$ cat src/rtl/npu_readback_pkg.sv
// Shared types and constants for the NPU result readback path:
// FSM states, host register map and status word layout.
package npu_readback_pkg;

    typedef enum logic [1:0] {
        ST_IDLE    = 2'd0,
        ST_COLLECT = 2'd1,
        ST_DONE    = 2'd2
    } state_e;

    localparam logic [1:0] ADDR_DATA   = 2'd0;
    localparam logic [1:0] ADDR_STATUS = 2'd1;
    localparam logic [1:0] ADDR_CSUM   = 2'd2;

    localparam int STAT_EMPTY_BIT  = 0;
    localparam int STAT_FULL_BIT   = 1;
    localparam int STAT_OVF_BIT    = 2;
    localparam int STAT_DONE_BIT   = 3;
    localparam int STAT_STATE_LSB  = 4;
    localparam int STAT_BYTES_LSB  = 8;
    localparam int STAT_OCC_LSB    = 16;

    function automatic logic [31:0] pack_status(
        input logic       empty,
        input logic       full,
        input logic       ovf,
        input logic       done,
        input state_e     st,
        input logic [7:0] bytes,
        input logic [7:0] occ
    );
        logic [31:0] w;
        w                        = '0;
        w[STAT_EMPTY_BIT]        = empty;
        w[STAT_FULL_BIT]         = full;
        w[STAT_OVF_BIT]          = ovf;
        w[STAT_DONE_BIT]         = done;
        w[STAT_STATE_LSB +: 2]   = st;
        w[STAT_BYTES_LSB +: 8]   = bytes;
        w[STAT_OCC_LSB +: 8]     = occ;
        return w;
    endfunction

endpackage

$ cat src/rtl/npu_result_readback_if.sv
// Avalon-MM-style host read port of the NPU result readback block.
interface npu_result_readback_if;
    logic        read;
    logic [1:0]  address;
    logic [31:0] readdata;

    modport master (output read, output address, input readdata);
    modport slave  (input read, input address, output readdata);
endinterface

$ cat src/rtl/readback_fifo.sv
// Synchronous word FIFO with flush; a push while full is accepted only
// when a pop frees a slot on the same edge.
module readback_fifo #(
    parameter  int DEPTH = 16,
    parameter  int WIDTH = 32,
    localparam int AW    = $clog2(DEPTH),
    localparam int CW    = AW + 1
) (
    input  logic             clk,
    input  logic             reset,
    input  logic             flush,
    input  logic             push,
    input  logic             pop,
    input  logic [WIDTH-1:0] wdata,
    output logic [WIDTH-1:0] rdata,
    output logic             full,
    output logic             empty,
    output logic [CW-1:0]    count
);

    logic [WIDTH-1:0] mem [DEPTH];
    logic [AW-1:0]    wr_ptr;
    logic [AW-1:0]    rd_ptr;
    logic             do_push;
    logic             do_pop;

    assign full    = (count == CW'(DEPTH));
    assign empty   = (count == '0);
    assign do_pop  = pop && !empty;
    assign do_push = push && (!full || do_pop);
    assign rdata   = mem[rd_ptr];

    // NOTE: the storage array carries no reset; empty/count gate every read,
    // so stale contents are never observed and the RAM maps to plain memory.
    always_ff @(posedge clk) begin
        if (do_push && !flush) begin
            mem[wr_ptr] <= wdata;
        end
    end

    always_ff @(posedge clk) begin
        if (reset || flush) begin
            wr_ptr <= '0;
            rd_ptr <= '0;
            count  <= '0;
        end else begin
            if (do_push) wr_ptr <= wr_ptr + AW'(1);
            if (do_pop)  rd_ptr <= rd_ptr + AW'(1);
            case ({do_push, do_pop})
                2'b10:   count <= count + CW'(1);
                2'b01:   count <= count - CW'(1);
                default: count <= count;
            endcase
        end
    end

endmodule

$ cat src/rtl/npu_result_readback.sv
// NPU result readback: packs D_OUT bytes little-endian into words, buffers
// them and serves data/status/checksum reads. Optional: READBACK_CHECKSUM_EN.
module npu_result_readback
    import npu_readback_pkg::*;
#(
    parameter int DEPTH = 16,
    parameter int LEN_W = 8
) (
    input  logic               clk,
    input  logic               reset,
    input  logic [7:0]         D_OUT,
    input  logic               d_valid,
    input  logic               start,
    input  logic [LEN_W-1:0]   frame_len,
    npu_result_readback_if.slave host,
    output logic               done,
    output logic               overflow
);

    localparam int CW = $clog2(DEPTH) + 1;

    state_e           state;
    state_e           state_next;
    logic [LEN_W-1:0] len_q;
    logic [LEN_W-1:0] byte_cnt;
    logic [31:0]      pack_q;
    logic [31:0]      word_next;
    logic [1:0]       lane;
    logic             accept;
    logic             last_byte;
    logic             push;
    logic             pop;
    logic             fifo_full;
    logic             fifo_empty;
    logic [31:0]      fifo_rdata;
    logic [CW-1:0]    fifo_count;
    logic [15:0]      csum_val;
    logic [31:0]      rd_mux;
    logic [31:0]      readdata_q;

    // A start on the same edge wins over any byte or pop in flight.
    assign accept    = (state == ST_COLLECT) && d_valid && !start;
    assign lane      = byte_cnt[1:0];
    assign last_byte = ((byte_cnt + LEN_W'(1)) == len_q);
    assign word_next = pack_q | (32'(D_OUT) << {lane, 3'b000});
    assign push      = accept && ((lane == 2'd3) || last_byte);
    assign pop       = host.read && (host.address == ADDR_DATA) && !fifo_empty && !start;

    always_ff @(posedge clk) begin
        if (reset) state <= ST_IDLE;
        else       state <= state_next;
    end

    // NOTE: every variable assigned in a combinational block gets a default
    // first, so no path leaves it unassigned and no latch is inferred.
    always_comb begin
        state_next = state;
        if (start) begin
            state_next = (frame_len == '0) ? ST_DONE : ST_COLLECT;
        end else if (accept && last_byte) begin
            state_next = ST_DONE;
        end
    end

    always_comb begin
        done = (state == ST_DONE);
    end

    always_ff @(posedge clk) begin
        if (reset) begin
            len_q    <= '0;
            byte_cnt <= '0;
            pack_q   <= '0;
            overflow <= 1'b0;
        end else if (start) begin
            len_q    <= frame_len;
            byte_cnt <= '0;
            pack_q   <= '0;
            overflow <= 1'b0;
        end else begin
            if (accept) begin
                byte_cnt <= byte_cnt + LEN_W'(1);
                pack_q   <= push ? 32'd0 : word_next;
            end
            if (push && fifo_full && !pop) overflow <= 1'b1;
        end
    end

`ifdef READBACK_CHECKSUM_EN
    logic [15:0] csum_q;
    always_ff @(posedge clk) begin
        if (reset || start) csum_q <= '0;
        else if (accept)    csum_q <= csum_q + 16'(D_OUT);
    end
    assign csum_val = csum_q;
`else
    assign csum_val = '0;
`endif

    readback_fifo #(.DEPTH(DEPTH), .WIDTH(32)) u_fifo (
        .clk   (clk),
        .reset (reset),
        .flush (start),
        .push  (push),
        .pop   (pop),
        .wdata (word_next),
        .rdata (fifo_rdata),
        .full  (fifo_full),
        .empty (fifo_empty),
        .count (fifo_count)
    );

    // During a start the status view reflects the freshly cleared frame.
    always_comb begin
        rd_mux = '0;
        case (host.address)
            ADDR_DATA:   rd_mux = pop ? fifo_rdata : 32'd0;
            ADDR_STATUS: rd_mux = start
                ? pack_status(1'b1, 1'b0, 1'b0, state_next == ST_DONE,
                              state_next, 8'd0, 8'd0)
                : pack_status(fifo_empty, fifo_full, overflow, done,
                              state, 8'(byte_cnt), 8'(fifo_count));
            ADDR_CSUM:   rd_mux = start ? 32'd0 : 32'(csum_val);
            default:     rd_mux = '0;
        endcase
    end

    always_ff @(posedge clk) begin
        if (reset)          readdata_q <= '0;
        else if (host.read) readdata_q <= rd_mux;
    end

    assign host.readdata = readdata_q;

endmodule

$ cat src/flat_wrapper.sv
// flat-port wrapper written by rule: the top's interface ports become plain ports
module npu_result_readback_flat import npu_readback_pkg::*;
#(
    parameter int DEPTH = 16,
    parameter int LEN_W = 8
)
  (clk, reset, D_OUT, d_valid, start, frame_len, done, overflow, host_read, host_address, host_readdata);
  npu_result_readback_if host_i ();
  input  logic clk;
  input  logic reset;
  input  logic [7:0] D_OUT;
  input  logic d_valid;
  input  logic start;
  input  logic [LEN_W-1:0] frame_len;
  output logic done;
  output logic overflow;
  input wire logic [$bits(host_i.read)-1:0] host_read;
  input wire logic [$bits(host_i.address)-1:0] host_address;
  output wire logic [$bits(host_i.readdata)-1:0] host_readdata;
  assign host_i.read = host_read;
  assign host_i.address = host_address;
  assign host_readdata = host_i.readdata;
  npu_result_readback #(.DEPTH(DEPTH), .LEN_W(LEN_W)) u_core (.clk(clk), .reset(reset), .D_OUT(D_OUT), .d_valid(d_valid), .start(start), .frame_len(frame_len), .host(host_i), .done(done), .overflow(overflow));
endmodule
$ cat config.mk
export PLATFORM = sky130hd
export DESIGN_NAME = npu_result_readback_flat
export DESIGN_NICKNAME = d
export VERILOG_FILES = /design/src/rtl/npu_readback_pkg.sv /design/src/rtl/npu_result_readback_if.sv /design/src/rtl/readback_fifo.sv /design/src/rtl/npu_result_readback.sv /design/src/flat_wrapper.sv
export SDC_FILE = /design/constraint.sdc
export NUM_CORES = 1
export LEC_CHECK = 0
export ABC_AREA = 0
export CAP_MARGIN = 20
export CORE_MARGIN = 2
export CORE_UTILIZATION = 58
export CTS_BUF_LIST = sky130_fd_sc_hd__clkbuf_8
export DETAILED_ROUTE_END_ITERATION = 16
export PLACE_DENSITY = 0.78
export SYNTH_ARGS = -nofsm -noshare
export SYNTH_HDL_FRONTEND = slang
export SYNTH_SLANG_ARGS = --single-unit
$ cat constraint.sdc
create_clock -name clk -period 5 [get_ports clk]
set_clock_uncertainty 0.1 [all_clocks]
set_input_delay 1 -clock clk [delete_from_list [all_inputs] [get_ports clk]]
set_output_delay 1 -clock clk [all_outputs]
set_load 0.02 [all_outputs]
==> flow_summary.ini, run 1 <==
[sta]
timing.final.hold_violations = 0
timing.final.crit_share = 0.763
drv_slew = 0
timing.final.crit_period_ns = 3.81
rsz0062_at_grt = no
report.final.setup_viol = 0
timing.setup.tns_ns = 0
maxSlewHeadroom = 0.157
fmaxAchievable_mhz = 262
worst-slew-pin-transition_ns = 1.26

[cts]
clk_transition_reported_paths_ns = 0.06
cts-root-to-sink-buffers = 3
cts_hold_buffers = 0
tritoncts.num_buffers = 95
post_cts_resized = 0
clock_sink_count = 612
cts_root_buffer = sky130_fd_sc_hd__clkbuf_8
cts_tree = built
cts.htree.levels = 3
cts.repair_timing.setup_buffer_count = 0
insertion_delay_ns = 0.65

[worst_setup_path]
path_common_cell = sky130_fd_sc_hd__a311o_1
cpLargestDelayFamily = simple AND/OR/NAND/NOR gates
timing.critical_path.arrival_ns = 4.06
path_max_fanout = 16
worst_setup_path_end_kind = flip-flop
cp_depth = 7
worstPathCellList = and2_1 > a311o_1 > a311o_1 > o211a_1 > nand3_1 > nor2_4 > buf_4
worst-r2r-cell-count = 7
critPathSlowestCell = sky130_fd_sc_hd__nor2_4
cp_slowest_stage_delay_ns = 0.67
worstPathBufferInverterCount = 1
critical_path.startpoint_type = flip-flop
timing.setup.critical_path_class = reg -> reg
cp_data_required_time_ns = 5.24

[yosys]
post_synth_edffs = 512
synth.top_cells.by_area = sky130_fd_sc_hd__edfxtp_1, sky130_fd_sc_hd__mux4_2, sky130_fd_sc_hd__dfxtp_1, sky130_fd_sc_hd__nor2_1, sky130_fd_sc_hd__a21o_1
ys_ff_latch = 612
post_synthesis_cell_type_count = 52
ys.warnings.count = 0
post_synth_inst_count = 1235
post_synth_instance_area_um2 = 23700
yosysSeqAreaShare = 0.732
yosysTopAreaCellShare = 0.648
number_of_nets_in_the_synthesized_netlist = 1265
synth_async_sr_flop_share = 0
synth_largest_area_cell = sky130_fd_sc_hd__edfxtp_1
syn_avg_cell_area_um2 = 19.2
dominantRegCellSynth = sky130_fd_sc_hd__edfxtp_1

[min_path]
whs_path_depth = 2
hold_class = reg -> reg

[finish]
n_antenna_cell = 0
post_route_cells_drive_above_1_share = 0.247
fill_cells = 2549
area_growth_pct = 13.4
final_net_count = 1381

[detailed_routing]
drt_first_iter_violations = 1324
drt-wirelength-per-cell_um = 25.6
drc = 0
drt-total-wl_um = 50300
drt.antenna.violating_nets = 0
first_pass_iters = 5
vias_per_cell = 6.22
via_count = 12200

[global_routing]
grt.met1_usage = 0.346
first_global_vias = 12300
met3_usage = 0.0579
grt_max_degree = 73
initial_antenna_violation_count = 0
overflow_left_after_global_routing = 0
first_pass_grt_wire_length_um = 75500
top_usage_layer = met2
groute.layer.met2.usage = 0.386
gr-usage-all-layers = 0.246

[floorplanning]
ioPinCount = 57
die_y_um = 206
core_region_area_um2 = 40600
die-area_um2 = 42500
floorplan.rows = 74
chipWidth_um = 206
start_util = 0.584

[placed_design]
detailed_place_hpwl_um = 29300
portbufs = 56
gp_routability_congestion = 0.794

[pwr]
clock_power_share = 0.413
p_switching_mw = 1.96
seq_power_share = 0.570
worst_ir_drop_vdd_mv = 0.186
internal_power_mw = 7.68
power.density_cell_area_nw_per_um2 = 358
p_total_mw = 9.63
share_comb_of_total_power = 0.017
power_switching_share = 0.203
p_leak_nw = 9.44

[job]
maxCapViolations = 0

[outcome]
run_status = finished clean
==> power groups by stage <==
stage	Clock (mW)	Combinational, mW	Sequential [mW]
floorplan	0	0.0769	5.61
global placement	0	0.159	5.60
detailed placement	0	0.162	5.60
CTS	4.05	0.163	5.49
global route	4.26	0.176	5.49
finish	3.98	0.163	5.49
==> worst reg2reg max path: cells and delay by family (launching register included) <==
kind	cells	cell delay, ns
AO/OA/AOI/OAI	3	0.99
buffers and inverters	1	0.31
flip-flops	1	0.32
AND/OR/NAND/NOR	3	1.79
==> Yosys cell counts (4+ instances only) <==
cell and instances:
sky130_fd_sc_hd__a21o_1 33, sky130_fd_sc_hd__a21oi_1 14, sky130_fd_sc_hd__a221oi_1 11, sky130_fd_sc_hd__a221oi_2 4, sky130_fd_sc_hd__a22oi_1 14, sky130_fd_sc_hd__buf_1 4
sky130_fd_sc_hd__buf_2 17, sky130_fd_sc_hd__buf_4 8, sky130_fd_sc_hd__buf_6 5, sky130_fd_sc_hd__clkbuf_1 39, sky130_fd_sc_hd__dfxtp_1 100, sky130_fd_sc_hd__edfxtp_1 512
sky130_fd_sc_hd__ha_1 7, sky130_fd_sc_hd__inv_1 6, sky130_fd_sc_hd__mux2i_1 20, sky130_fd_sc_hd__mux4_2 160, sky130_fd_sc_hd__nand2_1 22, sky130_fd_sc_hd__nand2b_1 4
sky130_fd_sc_hd__nand3_1 14, sky130_fd_sc_hd__nand4_1 7, sky130_fd_sc_hd__nor2_1 103, sky130_fd_sc_hd__nor2b_1 4, sky130_fd_sc_hd__nor3_1 21, sky130_fd_sc_hd__nor4_1 7
sky130_fd_sc_hd__o21ai_0 38, sky130_fd_sc_hd__or3_1 10, sky130_fd_sc_hd__xnor2_1 10, sky130_fd_sc_hd__xor2_1 10
==> layout make-up <==
| type | instances | area (µm²) | area share |
|---|---|---|---|
| tap | 532 | 666 | 0.0247 |
| multi-input combinational | 543 | 6080 | 0.226 |
| timing repair buffer | 93 | 896 | 0.0333 |
| sequential | 612 | 17400 | 0.646 |
| inverter | 6 | 22.5 | 0.000837 |
| clock inverter | 65 | 318 | 0.0118 |
| clock buffer | 112 | 1540 | 0.0573 |
==> path summary, 6_finish.rpt <==
path / from / endpoint / slack (ns)
worst min-delay path: u_core.host.readdata[8] / u_core.host.readdata[8] / 0.38
worst max-delay path: u_core.byte_cnt[1] / u_core.u_fifo.mem[15][30] / 1.19
worst min register to register: u_core.host.readdata[8] / u_core.host.readdata[8] / 0.38
worst max register to register: u_core.byte_cnt[1] / u_core.u_fifo.mem[15][30] / 1.19
==> routing by layer <==
layer  share of wire  vias up
met3           0.084       79
met4           0.021        0
met2            0.48      532
met1            0.41     6315
li1                -     5276
met5               0        -
==> sequential cells by signal, indices dropped and copies added (netlist names), named ones only <==
signal,flops
u_core.u_fifo.mem,512
u_core.host.readdata,32
u_core.pack_q,32
u_core.byte_cnt,8
u_core.len_q,8
u_core.u_fifo.count,5
u_core.u_fifo.rd_ptr,4
u_core.u_fifo.wr_ptr,4
u_core.state,2
u_core.overflow,1
==> metrics by stage <==
stage | cell area, µm² | utilization | hold WS (ns) | instances | worst slack (ns)
2_1_floorplan | 23700 | - | 0.368 | 1235 | 0.0372
3_5_place_dp | 25000 | 0.616 | 0.378 | 1785 | 0.613
4_1_cts | 26900 | 0.662 | 0.387 | 1962 | 1.18
6_report | 26900 | 0.662 | 0.383 | 1963 | 1.19
5_1_grt | 26900 | 0.662 | 0.399 | 1963 | 0.949
3_3_place_gp | 25000 | 0.616 | 0.374 | 1785 | 0.700
==> cells in the final DEF, fill, tap and decap left out, types with 22 or more instances in the layout <==
master                            instances
sky130_fd_sc_hd__a21o_1                  33
sky130_fd_sc_hd__buf_4                   32
sky130_fd_sc_hd__clkbuf_8               112
sky130_fd_sc_hd__clkdlybuf4s50_1         55
sky130_fd_sc_hd__dfxtp_1                 96
sky130_fd_sc_hd__edfxtp_1               512
sky130_fd_sc_hd__inv_1                   48
sky130_fd_sc_hd__mux4_2                 160
sky130_fd_sc_hd__nand2_1                 22
sky130_fd_sc_hd__nor2_1                  91
sky130_fd_sc_hd__o21ai_0                 38
==> cells by family after synthesis <==
group                      synth area share
DFF                                   0.732
and+or+nand+nor                      0.0405
muxes                                 0.161
AOI/OAI and AO/OA                    0.0378
buffers and inverters                0.0171
xor gates and xnor gates            0.00738
adders and majority gates           0.00369
Note: power is estimated with default switching activity, not from simulation.
==> run 2: changes to the inputs <==
==> constraint.sdc (replaced) <==
create_clock -name clk -period 3.19 [get_ports clk]
set_clock_uncertainty 0.1 [all_clocks]
set_input_delay 0.638 -clock clk [delete_from_list [all_inputs] [get_ports clk]]
set_output_delay 0.638 -clock clk [all_outputs]
set_load 0.02 [all_outputs]
==> run 2 against run 1 <==
Wire length up 3.3%. Non-clock buffer count is 37 higher. Clock power increased by 55%. Sequential share of layout area down 1.3 points. Worst setup slack worse by 0.93 ns. Critical path depth up 4. Hold slack worse by 0.16 ns. Critical endpoint is now u_core.u_fifo.count[2]. Fmax is 30% higher. Sequential power up 57%. Global-route usage is 0.55 points higher. Via count up 2.3%.
==> flow_summary.ini, run 2 (same netlist as run 1, synthesis figures left out) <==
[detailed_routing]
drc = 0
vias_per_cell = 6.26
drt.antenna.violating_nets = 0
drt-wirelength-per-cell_um = 26.0
via_count = 12500
first_pass_iters = 6
drt_first_iter_violations = 1630
drt-total-wl_um = 51900

[cts]
clk_transition_reported_paths_ns = 0.06
cts_root_buffer = sky130_fd_sc_hd__clkbuf_8
cts_hold_buffers = 0
cts.repair_timing.setup_buffer_count = 0
cts-root-to-sink-buffers = 3
clock_sink_count = 612
cts.htree.levels = 3
post_cts_resized = 0
insertion_delay_ns = 0.64
tritoncts.num_buffers = 92
cts_tree = built

[finish]
largest_register_ff_count = 512
most-common-layout-cells = sky130_fd_sc_hd__edfxtp_1, sky130_fd_sc_hd__mux4_2, sky130_fd_sc_hd__clkbuf_8, sky130_fd_sc_hd__dfxtp_1, sky130_fd_sc_hd__nor2_1
finish.utilization = 0.675
instances_no_fill = 1993
final_net_count = 1415
n_antenna_cell = 0
final_cell_area_um2 = 27500
largest-register = u_core.u_fifo.mem
area_growth_pct = 15.7
layout.cells.most_common = sky130_fd_sc_hd__edfxtp_1
post_route_cells_drive_above_1_share = 0.263
fill_cells = 2469

[sta]
timing.final.hold_violations = 0
timing.final.crit_period_ns = 2.93
maxSlewHeadroom = 0.524
fmaxAchievable_mhz = 341
timing.final.crit_share = 0.919
worst-slew-pin-transition_ns = 0.714
report.final.setup_viol = 0
drv_slew = 0
rsz0062_at_grt = no

[placed_design]
post_dp_cell_area_um2 = 25700
detailed_place_hpwl_um = 34200
gp_routability_congestion = 0.882
total_instance_count_after_detailed_placement = 1823
portbufs = 56

[worst_setup_path]
path_max_fanout = 10
critical_path.startpoint_type = flip-flop
timing.critical_path.arrival_ns = 3.39
timing.setup.critical_path_class = reg -> reg
worst_setup_path_end_kind = flip-flop
cp_data_required_time_ns = 3.65

[global_routing]
grt_max_degree = 42
first_global_vias = 12100
overflow_left_after_global_routing = 0
first_pass_grt_wire_length_um = 77100
initial_antenna_violation_count = 2
gr-usage-all-layers = 0.251

[floorplanning]
ioPinCount = 57
start_util = 0.584
floorplan.rows = 74
die_y_um = 206
chipWidth_um = 206
core_region_area_um2 = 40600
die-area_um2 = 42500

[pwr]
p_total_mw = 15.0
worst_ir_drop_vdd_mv = 0.265
p_leak_nw = 9.57
power.density_cell_area_nw_per_um2 = 547

[outcome]
run_status = finished clean

[min_path]
hold_class = in -> reg

[job]
maxCapViolations = 0
## run 2: worst paths after layout
kind	from	end	slack (ns)	cells after the start
max	u_core.byte_cnt[1]	u_core.u_fifo.count[2]	0.26	11
min	reset	u_core.host.readdata[19]	0.22	2
max reg2reg	u_core.byte_cnt[1]	u_core.u_fifo.count[2]	0.26	11
min reg2reg	u_core.host.readdata[9]	u_core.host.readdata[9]	0.38	2
## run 2: metrics by stage
stage / setup slack (ns) / hold slack (ns) / TNS [ns]
after floorplan: -0.0713 / 0.368 / -17.85
after global placement: -0.0744 / 0.371 / -7.82
after detailed placement: -0.103 / 0.374 / -21.87
after CTS: 0.283 / 0.170 / 0
after global routing: 0.0962 / 0.204 / 0
final: 0.259 / 0.218 / 0
## run 2: layer usage
metal	routed length [µm]	GRT usage	share of wire
met1	21400	0.383	0.41
met2	23600	0.359	0.46
met3	6100	0.0717	0.12
met4	818	0.0707	0.016
met5	13	0	0.00025
## run 2: area by class of cell
type                            instances  area, µm²  share of cell area
Sequential cell                       612      17400               0.633
Multi-Input combinational cell        543       6110               0.223
Timing Repair Buffer                  130       1490              0.0541
Clock buffer                           97       1340              0.0486
Tap cell                              532        666              0.0242
Clock inverter                         73        444              0.0162
Inverter                                6       22.5            0.000820
## run 2: critical path: stages (launching register included)
cell	delay [ns]
sky130_fd_sc_hd__dfxtp_1	0.32
sky130_fd_sc_hd__buf_4	0.20
sky130_fd_sc_hd__and2_1	0.26
sky130_fd_sc_hd__a311o_1	0.36
sky130_fd_sc_hd__a311o_1	0.33
sky130_fd_sc_hd__o211ai_2	0.09
sky130_fd_sc_hd__nand2_1	0.08
sky130_fd_sc_hd__xnor2_1	0.13
sky130_fd_sc_hd__ha_1	0.23
sky130_fd_sc_hd__or3_1	0.35
sky130_fd_sc_hd__mux2i_1	0.18
sky130_fd_sc_hd__mux2i_1	0.22
## run 2: power by group
group | total (mW) | internal [mW] | switching (mW)
Clock | 6.15 | 3.23 | 2.92
Sequential | 8.61 | 8.59 | 0.0140
Combinational | 0.260 | 0.0943 | 0.166
==> run 3: changes to the inputs <==
--- a/config.mk
+++ b/config.mk
@@ -6,12 +6,12 @@
 export NUM_CORES = 1
 export LEC_CHECK = 0
 export ABC_AREA = 0
-export CAP_MARGIN = 20
+export CAP_MARGIN = 5
 export CORE_MARGIN = 2
-export CORE_UTILIZATION = 58
+export CORE_UTILIZATION = 54
 export CTS_BUF_LIST = sky130_fd_sc_hd__clkbuf_8
 export DETAILED_ROUTE_END_ITERATION = 16
-export PLACE_DENSITY = 0.78
+export PLACE_DENSITY = 0.74
 export SYNTH_ARGS = -nofsm -noshare
 export SYNTH_HDL_FRONTEND = slang
 export SYNTH_SLANG_ARGS = --single-unit
==> run 3 against run 2 <==
Clock power fell by 3%. Critical path type unchanged. Register-to-register slack barely moved. Clock-buffer cell count is 1 higher. Largest cell class unchanged. Worst setup slack worse by 0.0054 ns. Critical path depth shrank 2. Largest power group unchanged.
==> flow_summary.ini, run 3 (same netlist as run 1, synthesis figures left out) <==
[detailed_routing]
drc = 0
vias_per_cell = 6.03
drt-wirelength-per-cell_um = 24.9
drt_first_iter_violations = 1478
first_pass_iters = 5
via_count = 12300
drt-total-wl_um = 51000
drt.antenna.violating_nets = 0

[cts]
tritoncts.num_buffers = 92
cts.htree.levels = 3
post_cts_resized = 0
clk_transition_reported_paths_ns = 0.06
cts.repair_timing.setup_buffer_count = 0
cts_tree = built
cts-root-to-sink-buffers = 3
cts_hold_buffers = 0
cts_root_buffer = sky130_fd_sc_hd__clkbuf_8
insertion_delay_ns = 0.66
clock_sink_count = 612

[outcome]
run_status = finished clean

[finish]
final_net_count = 1419
most-common-layout-cells = sky130_fd_sc_hd__edfxtp_1, sky130_fd_sc_hd__mux4_2, sky130_fd_sc_hd__clkbuf_8, sky130_fd_sc_hd__dfxtp_1, sky130_fd_sc_hd__nor2_1
layout.cells.most_common = sky130_fd_sc_hd__edfxtp_1
post_route_cells_drive_above_1_share = 0.265
fill_cells = 2901
largest-register = u_core.u_fifo.mem
area_growth_pct = 15.6
largest_register_ff_count = 512
n_antenna_cell = 0

[worst_setup_path]
critical_path.startpoint_type = flip-flop
cp_slowest_stage_delay_ns = 0.48
worst_setup_path_end_kind = flip-flop
cpLargestDelayFamily = simple AND/OR/NAND/NOR gates
worstPathCellList = ha_1 > xor2_1 > nor4bb_1 > o21a_1 > o211a_1 > nand3_1 > buf_4 > nor2_4 > buf_12
timing.critical_path.arrival_ns = 3.19
cp_data_required_time_ns = 3.44
path_max_fanout = 23
critPathSlowestCell = sky130_fd_sc_hd__dfxtp_1
timing.setup.critical_path_class = reg -> reg
worstPathBufferInverterCount = 2

[pwr]
p_total_mw = 14.8
p_leak_nw = 9.57
worst_ir_drop_vdd_mv = 0.269
power.density_cell_area_nw_per_um2 = 541

[sta]
maxSlewHeadroom = 0.498
timing.final.crit_share = 0.920
timing.final.crit_period_ns = 2.94
worst-slew-pin-transition_ns = 0.751
drv_slew = 0
timing.setup.tns_ns = 0
rsz0062_at_grt = no
timing.final.hold_violations = 0
fmaxAchievable_mhz = 341
report.final.setup_viol = 0

[global_routing]
grt_max_degree = 48
first_global_vias = 12400
initial_antenna_violation_count = 2
first_pass_grt_wire_length_um = 76400
overflow_left_after_global_routing = 0
gr-usage-all-layers = 0.232

[floorplanning]
ioPinCount = 57
floorplan.rows = 76
core_region_area_um2 = 43300
die-area_um2 = 45600
chipWidth_um = 214
start_util = 0.548
die_y_um = 214

[min_path]
hold_class = in -> reg

[placed_design]
detailed_place_hpwl_um = 33700
portbufs = 56
gp_routability_congestion = 0.859

[job]
maxCapViolations = 0
[run 3: layer usage]
layer / global-route usage / wire [µm] / vias up
li1: - / - / 5354
met2: 0.347 / 23400 / 572
met1: 0.342 / 21400 / 6342
met5: 0 / 12 / -
met4: 0.0702 / 909 / 2
met3: 0.0584 / 5290 / 69
[run 3: per-stage QoR]
step                 util  setup WS (ns)  area, µm²  hold slack [ns]  instances
global route        0.634          0.114      27400            0.232       2047
floorplan               -        -0.0713      23800            0.368       1235
finish              0.634          0.254      27400            0.236       2047
CTS                 0.634          0.294      27400            0.194       2047
global placement    0.594        -0.0994      25700            0.371       1880
detailed placement  0.594         -0.105      25700            0.377       1880
[run 3: worst paths after layout]
kind	start	end	slack (ns)	cells past startpoint
worst max-delay path	u_core.byte_cnt[0]	u_core.u_fifo.mem[6][28]	0.25	9
worst min-delay path	reset	u_core.u_fifo.wr_ptr[3]	0.24	3
worst max register to register	u_core.byte_cnt[0]	u_core.u_fifo.mem[6][28]	0.25	9
worst min register to register	u_core.host.readdata[18]	u_core.host.readdata[18]	0.38	2
[run 3: worst register-to-register path: cells and delay by family, from the launching register on]
family / cells / cell delay (ns)
buf+inv: 2 / 0.45
compound gates: 2 / 0.47
fa+ha+maj: 1 / 0.32
flops: 1 / 0.48
simple gates: 3 / 0.63
xor+xnor: 1 / 0.17
[run 3: layout make-up]
cell class                 instances  area (µm²)  share of cell area
tap                              585         732              0.0267
clock buffer                      98        1350              0.0492
inverter                           6        22.5            0.000821
sequential                       612       17400               0.634
timing repair buffer             134        1450              0.0530
clock inverter                    69         370              0.0135
multi-input combinational        543        6110               0.223
[run 3: where the power goes]
part | switching, mW | total (mW) | internal (mW)
logic | 0.167 | 0.262 | 0.0954
clock network | 2.87 | 5.95 | 3.08
registers | 0.0151 | 8.61 | 8.60
total | 3.06 | 14.8 | 11.8
